--- config.mk ---
export PLATFORM = sky130hd
export DESIGN_NAME = vector_instr_sequencer_flat
export DESIGN_NICKNAME = d
export VERILOG_FILES = /design/src/rtl/vector_instr_sequencer_pkg.sv /design/src/rtl/vector_instr_sequencer_if.sv /design/src/rtl/vector_instr_sequencer_fifo.sv /design/src/rtl/vector_instr_sequencer.sv /design/src/flat_wrapper.sv
export SDC_FILE = /design/constraint.sdc
export NUM_CORES = 1
export LEC_CHECK = 0
export ABC_AREA = 1
export CAP_MARGIN = 20
export CORE_MARGIN = 2
export CORE_UTILIZATION = 50
export DETAILED_ROUTE_END_ITERATION = 12
export PLACE_DENSITY = 0.83
export SYNTH_ARGS = -nofsm -noshare
export SYNTH_HDL_FRONTEND = slang
export SYNTH_HIERARCHICAL = 1
export SYNTH_SLANG_ARGS = --single-unit
export TNS_END_PERCENT = 50
--- constraint.sdc ---
create_clock -name clk -period 2.7 [get_ports clk]
set_input_delay 0.54 -clock clk [delete_from_list [all_inputs] [get_ports clk]]
set_output_delay 0.54 -clock clk [all_outputs]
set_load 0.01 [all_outputs]
--- src/rtl/vector_instr_sequencer_pkg.sv ---
// Shared definitions for the vector instruction issue path: instruction
// width, opcode encodings and instruction field bounds.
package vp_pkg;

    localparam int INSTR_W = 13;

    typedef logic [INSTR_W-1:0] instr_t;

    localparam logic [1:0] OP_LOAD  = 2'b00;
    localparam logic [1:0] OP_STORE = 2'b01;
    localparam logic [1:0] OP_ADD   = 2'b10;
    localparam logic [1:0] OP_MUL   = 2'b11;

    localparam int OPC_HI  = 12;
    localparam int OPC_LO  = 11;
    localparam int REG_HI  = 10;
    localparam int REG_LO  = 9;
    localparam int ADDR_HI = 8;
    localparam int ADDR_LO = 0;

endpackage

--- src/rtl/vector_instr_sequencer_if.sv ---
// Instruction bus: host-side push handshake plus the instruction presented
// to the vector processor. The master side is the host, the slave side is
// the sequencer.
interface vector_instr_sequencer_if;
    import vp_pkg::*;

    instr_t in_instr;
    logic   in_valid;
    logic   in_ready;
    instr_t instruction;
    logic   instr_valid;

    modport master (
        output in_instr,
        output in_valid,
        input  in_ready,
        input  instruction,
        input  instr_valid
    );

    modport slave (
        input  in_instr,
        input  in_valid,
        output in_ready,
        output instruction,
        output instr_valid
    );

endinterface

--- src/rtl/vector_instr_sequencer_fifo.sv ---
// Synchronous instruction FIFO with occupancy count. Push is ignored when
// full and pop is ignored when empty; full is taken from the registered
// count only, so a same-cycle pop never frees a slot for a push.
module vp_instr_fifo
    import vp_pkg::*;
#(
    parameter int DEPTH = 8,
    parameter int CNT_W = $clog2(DEPTH + 1)
) (
    input  logic             clk,
    input  logic             reset,
    input  logic             push,
    input  instr_t           din,
    input  logic             pop,
    output instr_t           dout,
    output logic [CNT_W-1:0] count,
    output logic             full
);

    localparam int               AW       = $clog2(DEPTH);
    localparam logic [CNT_W-1:0] FULL_CNT = CNT_W'(DEPTH);

    instr_t          mem [DEPTH];
    logic [AW-1:0]   wr_ptr;
    logic [AW-1:0]   rd_ptr;
    logic            do_push;
    logic            do_pop;

    assign full    = (count == FULL_CNT);
    assign do_push = push && !full;
    assign do_pop  = pop && (count != '0);
    assign dout    = mem[rd_ptr];

    // Storage array: data only, no reset needed.
    always_ff @(posedge clk) begin
        if (do_push) begin
            mem[wr_ptr] <= din;
        end
    end

    // Pointers wrap naturally at DEPTH (power of two); count tracks occupancy.
    always_ff @(posedge clk or negedge reset) begin
        if (!reset) begin
            wr_ptr <= '0;
            rd_ptr <= '0;
            count  <= '0;
        end else begin
            if (do_push) begin
                wr_ptr <= wr_ptr + 1'b1;
            end
            if (do_pop) begin
                rd_ptr <= rd_ptr + 1'b1;
            end
            case ({do_push, do_pop})
                2'b10:   count <= count + 1'b1;
                2'b01:   count <= count - 1'b1;
                default: count <= count;
            endcase
        end
    end

endmodule

--- src/rtl/vector_instr_sequencer.sv ---
// Instruction issue stage in front of the vector processor. Queues host
// instructions and presents each one for an opcode-dependent number of
// cycles before retiring it, issuing back-to-back when more are queued.
module vector_instr_sequencer
    import vp_pkg::*;
#(
    parameter int DEPTH   = 8,
    parameter int LD_CYC  = 3,
    parameter int ST_CYC  = 2,
    parameter int ADD_CYC = 2,
    parameter int MUL_CYC = 4
) (
    input  logic                         clk,
    input  logic                         reset,
    vector_instr_sequencer_if.slave      bus,
    input  logic                         run,
    output logic                         busy,
    output logic [$clog2(DEPTH+1)-1:0]   fifo_count,
    output logic [15:0]                  retired_count
);

    localparam int CNT_W = $clog2(DEPTH + 1);

    localparam logic [0:0] IDLE = 1'b0;
    localparam logic [0:0] EXEC = 1'b1;

    // Hold length for an opcode; a zero-cycle setting still holds one cycle.
    function automatic logic [15:0] hold_len(input logic [1:0] op);
        int len;
        case (op)
            OP_LOAD:  len = LD_CYC;
            OP_STORE: len = ST_CYC;
            OP_ADD:   len = ADD_CYC;
            default:  len = MUL_CYC;
        endcase
        if (len < 1) begin
            len = 1;
        end
        return 16'(len);
    endfunction

    logic [0:0]  state;
    logic [15:0] hold_cnt;
    logic [15:0] retired_q;
    instr_t      instr_q;
    instr_t      fifo_dout;
    logic        fifo_full;
    logic        hold_last;
    logic        pop;
    logic        retire;

    vp_instr_fifo #(
        .DEPTH (DEPTH),
        .CNT_W (CNT_W)
    ) u_fifo (
        .clk   (clk),
        .reset (reset),
        .push  (bus.in_valid),
        .din   (bus.in_instr),
        .pop   (pop),
        .dout  (fifo_dout),
        .count (fifo_count),
        .full  (fifo_full)
    );

    assign hold_last = (hold_cnt == 16'd0);
    assign retire    = (state == EXEC) && hold_last;
    assign pop       = run && (fifo_count != '0) && ((state == IDLE) || hold_last);

    assign bus.in_ready    = !fifo_full;
    assign bus.instruction = instr_q;
    assign bus.instr_valid = (state == EXEC);
    assign busy            = (state == EXEC) || (fifo_count != '0);
    assign retired_count   = retired_q;

    // Issue FSM: load the head into the output register, count down its hold,
    // then retire and either chain the next instruction or fall back to IDLE.
    always_ff @(posedge clk or negedge reset) begin
        if (!reset) begin
            state     <= IDLE;
            hold_cnt  <= 16'd0;
            instr_q   <= '0;
            retired_q <= 16'd0;
        end else begin
            if (retire) begin
                retired_q <= retired_q + 16'd1;
            end
            if (pop) begin
                instr_q  <= fifo_dout;
                hold_cnt <= hold_len(fifo_dout[OPC_HI:OPC_LO]) - 16'd1;
                state    <= EXEC;
            end else if (retire) begin
                state <= IDLE;
            end else if (state == EXEC) begin
                hold_cnt <= hold_cnt - 16'd1;
            end
        end
    end

endmodule

--- src/flat_wrapper.sv ---
// flat-port wrapper written by rule: the top's interface ports become plain ports
module vector_instr_sequencer_flat import vp_pkg::*;
#(
    parameter int DEPTH   = 8,
    parameter int LD_CYC  = 3,
    parameter int ST_CYC  = 2,
    parameter int ADD_CYC = 2,
    parameter int MUL_CYC = 4
)
  (clk, reset, run, busy, fifo_count, retired_count, bus_in_instr, bus_in_valid, bus_in_ready, bus_instruction, bus_instr_valid);
  vector_instr_sequencer_if bus_i ();
  input  logic clk;
  input  logic reset;
  input  logic run;
  output logic busy;
  output logic [$clog2(DEPTH+1)-1:0] fifo_count;
  output logic [15:0] retired_count;
  input wire logic [$bits(bus_i.in_instr)-1:0] bus_in_instr;
  input wire logic [$bits(bus_i.in_valid)-1:0] bus_in_valid;
  output wire logic [$bits(bus_i.in_ready)-1:0] bus_in_ready;
  output wire logic [$bits(bus_i.instruction)-1:0] bus_instruction;
  output wire logic [$bits(bus_i.instr_valid)-1:0] bus_instr_valid;
  assign bus_i.in_instr = bus_in_instr;
  assign bus_i.in_valid = bus_in_valid;
  assign bus_in_ready = bus_i.in_ready;
  assign bus_instruction = bus_i.instruction;
  assign bus_instr_valid = bus_i.instr_valid;
  vector_instr_sequencer #(.DEPTH(DEPTH), .LD_CYC(LD_CYC), .ST_CYC(ST_CYC), .ADD_CYC(ADD_CYC), .MUL_CYC(MUL_CYC)) u_core (.clk(clk), .reset(reset), .bus(bus_i), .run(run), .busy(busy), .fifo_count(fifo_count), .retired_count(retired_count));
endmodule
# Yosys cells after proc, flatten, opt, wreduce, memory -nomap -nowiden
# Memory sizes are Yosys's and may differ from the RTL's.
# Index checks and enable logic that the tools add are counted.
# Widths: inputs -> output; s select.
classes:
  addsub: 7
  mul: 0
  div_mod_pow: 0
  order_cmp: 1
  eq_ne: 6
  shift: 0
  muxes: 12
  bitwise: 1
  reduce_logical: 16
op_table:
  columns: ["cell", "count"]
  rows:
  - ["$mux 16", 5]
  - ["$lt 32x2->1 const B", 1]
  - ["$mux 32", 1]
  - ["$sub 16x1->16 const B", 2]
  - ["$add 16x1->16 const B", 1]
  - ["$logic_not 16->1", 1]
  - ["$pmux 4 s2", 1]
  - ["$add 3x1->3 const B", 2]
  - ["$pmux 3 s2", 1]
  - ["$reduce_bool 2->1", 3]
  - ["$logic_and 1x1->1", 5]
  - ["$add 4x1->4 const B", 1]
  - ["$eq 2x1->1 const B", 2]
  - ["$eq 2x2->1 const B", 2]
  - ["$eq 4x4->1 const B", 1]
  - ["$mux 1", 4]
  - ["$reduce_bool 4->1", 1]
  - ["$sub 4x1->4 const B", 1]
  - ["$logic_not 2->1", 1]
  - ["$logic_or 1x1->1", 2]
  - ["$ne 2x2->1 const B", 1]
  - ["$reduce_and 2->1", 1]
  - ["$reduce_or 2->1", 1]
  - ["$logic_not 1->1", 1]
  - ["$not 1->1", 1]
totals:
  register_bits: 56
  latch_bits: 0
  mem_bits_rw: 104
  mem_bits_ro: 0
  in_bits: 17
  output_inout_bits: 36
  word_cells: 51
  n_memories: 1
memory_table:
  columns: ["memory", "depth", "width", "rd", "rd_clocked_by_memory_dff", "wr", "line", "text"]
  rows:
  - ["u_core.u_fifo.mem", 8, 13, 1, 0, 1, "vector_instr_sequencer_fifo.sv:23", "instr_t mem [DEPTH];"]

# Depth between registers and ports, before layout
# An unclocked memory read counts as a cell.
depth:
  ltp_word: 10
  mapped_depth: 20
  mapped_depth_nobuf: 17

# Modules after synthesis
# Netlist, hierarchy kept.
modules_own_cells:
  columns: ["mod", "instances", "cells_each", "area_per_inst_um2", "seq_area_each_um2"]
  rows:
  - ["vp_instr_fifo", 1, 428, 4830.9, 3373.2]
  - ["vector_instr_sequencer", 1, 280, 2358.5, 1151.1]

# Worst setup path after synthesis
# Ideal clock, no wire load.
synth_timing:
  path_kind: "register to register"
  start: "reg u_core.hold_cnt[2]"
  end: "reg u_core.u_fifo.count[3]"
  setup_ns: 0.117
  arrival_ns: 2.633
  required_ns: 2.583
  setup_slack_ns: -0.051
  stages_incl_launch_ff: 19
  n_path_buf: 2
  period_less_slack_ns: 2.751
  cell_sequence: "dfrtp_1 nor2_4 nand2_1 nor2_4 nand2_2 nand2_4 nand2_4 buf_6 inv_1 buf_2 nand2_1 inv_1 ha_1 ha_1 or2_2 nand2_1 nand2_1 nand3_1 nand2_1"
synth_via:
  elab_chain_cells: 6
  word_cells_on_any_way: 8
  classes_between: "2 x eq/ne; 1 x mux; 5 x reduce/logical"
synth_lines:
  columns: ["item", "line", "text"]
  rows:
  - ["from (decl)", "vector_instr_sequencer.sv:43", "logic [15:0] hold_cnt;"]
  - ["from (signal assigned)", "vector_instr_sequencer.sv:90", "hold_cnt <= hold_len(fifo_dout[OPC_HI:OPC_LO]) - 16'd1;"]
  - ["from (signal assigned)", "vector_instr_sequencer.sv:95", "hold_cnt <= hold_cnt - 16'd1;"]
  - ["$logic_not 16->1 *", "vector_instr_sequencer.sv:66", "assign hold_last = (hold_cnt == 16'd0);"]
  - ["$logic_or 1x1->1 *", "vector_instr_sequencer.sv:68", "assign pop = run && (fifo_count != '0) && ((state == IDLE) || hold_last);"]
  - ["$logic_and 1x1->1 *", "vector_instr_sequencer.sv:68", null]
  - ["net u_core.pop", "vector_instr_sequencer.sv:49", "logic pop;"]
  - ["$logic_and 1x1->1 *", "vector_instr_sequencer_fifo.sv:31", "assign do_pop = pop && (count != '0);"]
  - ["net u_core.u_fifo.do_pop", "vector_instr_sequencer_fifo.sv:27", "logic do_pop;"]
  - ["$eq 2x1->1 / $eq 2x2->1 (equally long branches)", "vector_instr_sequencer_fifo.sv:54", "case ({do_push, do_pop})"]
  - ["$pmux 4 s2 / $reduce_bool 2->1 (equally long branches)", null, null]
  - ["to (signal assigned)", "vector_instr_sequencer_fifo.sv:55", "2'b10: count <= count + 1'b1;"]
  - ["to (signal assigned)", "vector_instr_sequencer_fifo.sv:56", "2'b01: count <= count - 1'b1;"]
  - ["to (signal assigned)", "vector_instr_sequencer_fifo.sv:57", "default: count <= count;"]
  - ["to (decl)", "vector_instr_sequencer_fifo.sv:16", "output logic [CNT_W-1:0] count,"]
# The timed path passes the listed nets; every way through them passes the cells marked *.
# A chain may end at the register's enable or synchronous reset.

# Worst setup path in the final report
layout_timing:
  start: "reg u_core.hold_cnt[9]"
  end: "reg u_core.u_fifo.count[3]"
layout_via:
  elab_chain_cells: 6
  word_cells_on_any_way: 8
  classes_between: "2 x eq/ne; 1 x mux; 5 x reduce/logical"
layout_lines:
  columns: ["item", "line"]
  rows:
  - ["$logic_not 16->1 *", "vector_instr_sequencer.sv:66"]
  - ["$logic_or 1x1->1 *", "vector_instr_sequencer.sv:68"]
  - ["$logic_and 1x1->1 *", "vector_instr_sequencer.sv:68"]
  - ["$logic_and 1x1->1 *", "vector_instr_sequencer_fifo.sv:31"]
  - ["net u_core.u_fifo.do_pop", "vector_instr_sequencer_fifo.sv:27"]
  - ["$eq 2x1->1 / $eq 2x2->1 (equally long branches)", "vector_instr_sequencer_fifo.sv:54"]
  - ["$pmux 4 s2 / $reduce_bool 2->1 (equally long branches)", null]
# Marked as above.

==> metrics.yaml <==
sta:
  grt_setup_unrepaired: "false"
  finClkSkew_ns: 0.00793
  hold_ws_ns: 0.238
  post-route-min-period_ns: 2.45
  fin_crit_sh: 0.907
  setup_slack_ns: 0.252
  hold_violations: 0
  max_slew.worst_pin.slew_ns: 0.687
  finalMaxSlewViolations: 0
  setup_viol: 0
  slew_headroom: 0.542
  max_clock_freq_ghz: 0.408
  setup_total_negative_slack_ns: 0
synthesis:
  synth_largest_type_area_fraction: 0.434
  mappedNetlistNets: 733
  synth-seq-cells: 160
  cell_taking_the_most_area_after_synthesis: "sky130_fd_sc_hd__edfxtp_1"
  synth-main-ff-cell: "sky130_fd_sc_hd__edfxtp_1"
  syn-mean-instance-area_um2: 10.2
  synthDistinctLibCells: 36
  postSynth.asyncResetShare: 0.350
  ys_top_cells_by_area: "sky130_fd_sc_hd__edfxtp_1 43%, sky130_fd_sc_hd__dfrtp_1 19%, sky130_fd_sc_hd__nand2_1 14%, sky130_fd_sc_hd__nor2_1 3.2%, sky130_fd_sc_hd__o21ai_0 2.6%"
  share_of_the_yosys_chip_area_belonging_to_registers: 0.629
  synthesis.yosys.warnings: 6
  synthesis.instances: 708
  number_of_flops_mapped_to_enable_cells_by_yosys: 104
  synthesis.area_mm2: 0.00719
clock_tree:
  numCtsBuffers: 17
  clk_pin_slew_ns: 0.07
  h-tree-depth: 4
  clock_insertion_delay_worst_skew_ns: 0.43
  clkSinkCount: 160
  clock_path_buffers: 2
  ctsHoldBuffers: 0
  cts.root.buffer_cell: "sky130_fd_sc_hd__clkbuf_16"
  tritoncts: "yes"
power:
  power_frac_clock: 0.380
  ir_worst_vdd_mv: 0.594
  p_comb_frac: 0.124
  power.switching_fraction: 0.259
  design_power_total_uw: 6020
  internal_power_uw: 4460
  power.net_switching_uw: 1560
  leakage_uw: 0.00371
  power_density_mw_per_mm2: 696
  p_seq_frac: 0.496
grt:
  pin_count_of_the_biggest_net_entering_global_routing: 57
  first_pass_grt_wire_length_mm: 23.9
  antenna_found_initial: 0
  number_of_global_route_vias_before_repair: 4853
  global_route.usage.total: 0.208
  gr-total-overflow: 0
run_status:
  status: "finished clean"
critical_path:
  worst_setup_path_end_kind: "flop"
  critPathArrivalTime_ns: 2.77
  regToRegEndpoint: "u_core/u_fifo/count[3]"
  timing.critical_path.from_type: "flop"
  reg2regPathDepth: 16
  setup.worst_path.class: "flop to flop"
  largest_fanout_of_any_net_on_the_critical_path: 5
  flop2flop_setup_slack_ns: 0.25
  regToRegStartpoint: "u_core/hold_cnt[9]"
  critPathRequiredTime_ns: 3.02
place:
  gp_congestion: 0.861
  detailed_place_hpwl_mm: 9.57
  placement.io_buffers: 52
  place.detailed.instances: 947
  detailedPlace.worstSlack_ns: 0.0321
drt:
  vias: 5131
  route.antenna.remaining_nets: 0
  length_of_the_first_detailed_routing_pass_in_iterations: 5
  drc: 0
  route.detailed.vias_per_inst: 5.19
  drtIter0Drc: 457
  routed_length_per_instance_um: 15.4
  postRouteWirelength_mm: 15.2
cells_and_area:
  final_cell_count_no_fill: 989
  syn_to_final_growth_pct: 20.4
  n_antenna_cell: 0
  nets: 821
  layout-drive-gt1-share: 0.129
run:
  timing.max_cap.violations: 0
die:
  floorplan.die.height_um: 124
  core_area_mm2: 0.0140
  die_area_mm2: 0.0154
  initial_core_util: 0.514
  top_level_ports: 53
  std_cell_rows: 43
  die_width_um: 124
min_path:
  hold_path_class: "primary input to asynchronous set/reset pin"
flip-flops by register name, summed over array words and instances, names as in the netlist:
signal and count:
u_core/retired_count 16, u_core/hold_cnt 16, u_core/u_fifo/rd_ptr 3, u_core/u_fifo/wr_ptr 3
u_core/bus.instr_valid 1, u_core/u_fifo/mem 104, u_core/u_fifo/count 4, u_core/bus.instruction 13
worst max path at each step:
stage                                        from  depth (start not counted)                endpoint
after floorplan                u_core/hold_cnt[2]                         18  u_core/u_fifo/count[3]
after global placement                        run                         14  u_core/u_fifo/count[3]
after detailed placement                      run                         14  u_core/u_fifo/count[3]
after CTS                 u_core/u_fifo/rd_ptr[0]                         18     u_core/hold_cnt[10]
after global routing      u_core/u_fifo/rd_ptr[1]                         16     u_core/hold_cnt[14]
final                          u_core/hold_cnt[9]                         16  u_core/u_fifo/count[3]
cells by family after synthesis:
| kind of cell | count (synthesis) | synth area share |
|---|---|---|
| simple gates | 384 | 0.224 |
| flops | 160 | 0.629 |
| compound gates | 71 | 0.0527 |
| buf+inv | 60 | 0.0487 |
| xor+xnor | 25 | 0.0305 |
| fa+ha+maj | 8 | 0.0150 |
power groups by stage:
stage / Clock, µW / Sequential, µW / Combinational [µW]
2_1_floorplan: 0 / 3040 / 391
3_3_place_gp: 0 / 3020 / 721
3_5_place_dp: 0 / 3030 / 745
4_1_cts: 2320 / 2980 / 749
5_1_grt: 2410 / 3010 / 837
6_report: 2290 / 2980 / 749
synthesized netlist by cell type, drive strengths merged (3+ instances only):
cell type and instances:
nand2 277, edfxtp 104, nor2 68, o21ai 64
dfrtp 56, inv 36, buf 23, nand3 23
xnor2 13, xor2 12, nand4 10, ha 7
a21oi 4, nor3 3
cell usage in the layout, fill, tap and decap left out, drive strengths merged, types with 10 or more instances in the layout:
| cell | Yosys | routed |
|---|---|---|
| buf | 23 | 40 |
| clkbuf | 1 | 20 |
| clkdlybuf4s50 | 0 | 51 |
| dfrtp | 56 | 56 |
| edfxtp | 104 | 104 |
| inv | 36 | 41 |
| nand2 | 277 | 277 |
| nand3 | 23 | 23 |
| nand4 | 10 | 10 |
| nor2 | 68 | 68 |
| o21ai | 64 | 64 |
| xnor2 | 13 | 13 |
| xor2 | 12 | 12 |
area by class of cell:
type / count / area (µm²)
repair inverters: 1 / 8.76
flip-flops and latches: 160 / 4530
inverters: 36 / 155
clock inverters: 13 / 130
clock buffers: 19 / 433
repair buffers: 92 / 845
multi-input cells: 488 / 2330
well taps: 180 / 225
fillers: 1080 / 5340
per-layer routing:
layer / vias up / global-route usage / share of wire
met5: - / 0 / 0
met3: 26 / 0.0517 / 0.064
met1: 2416 / 0.267 / 0.43
li1: 2503 / - / -
met4: 0 / 0.0716 / 0.020
met2: 186 / 0.346 / 0.49
worst max-delay path: stages, from the launching register on:
cell,delay [ns]
sky130_fd_sc_hd__dfrtp_1,0.46
sky130_fd_sc_hd__nor2_1,0.12
sky130_fd_sc_hd__nand2_1,0.10
sky130_fd_sc_hd__nor2_4,0.17
sky130_fd_sc_hd__nand2_2,0.08
sky130_fd_sc_hd__nand2_4,0.08
sky130_fd_sc_hd__nand2_4,0.05
sky130_fd_sc_hd__inv_1,0.06
sky130_fd_sc_hd__nand2_1,0.08
sky130_fd_sc_hd__inv_1,0.09
sky130_fd_sc_hd__ha_2,0.25
sky130_fd_sc_hd__ha_1,0.29
sky130_fd_sc_hd__or2_2,0.29
sky130_fd_sc_hd__nand2_1,0.06
sky130_fd_sc_hd__nand2_1,0.04
sky130_fd_sc_hd__nand3_1,0.07
sky130_fd_sc_hd__nand2_1,0.05
metrics by stage:
stage          cell area (µm²)   util
4_1_cts                   8540  0.610
3_3_place_gp              7970  0.570
2_1_floorplan             7190      -
5_1_grt                   8650  0.619
3_5_place_dp              7970  0.570
6_report                  8650  0.619
repair_timing:
| item | in CTS | in global routing |
|---|---|---|
| resized for setup | 0 | 12 |
| endpoints found under the setup margin | 0 | 6 |
| buffers inserted | 0 | 7 |
Power figures use the tool's default switching activity.
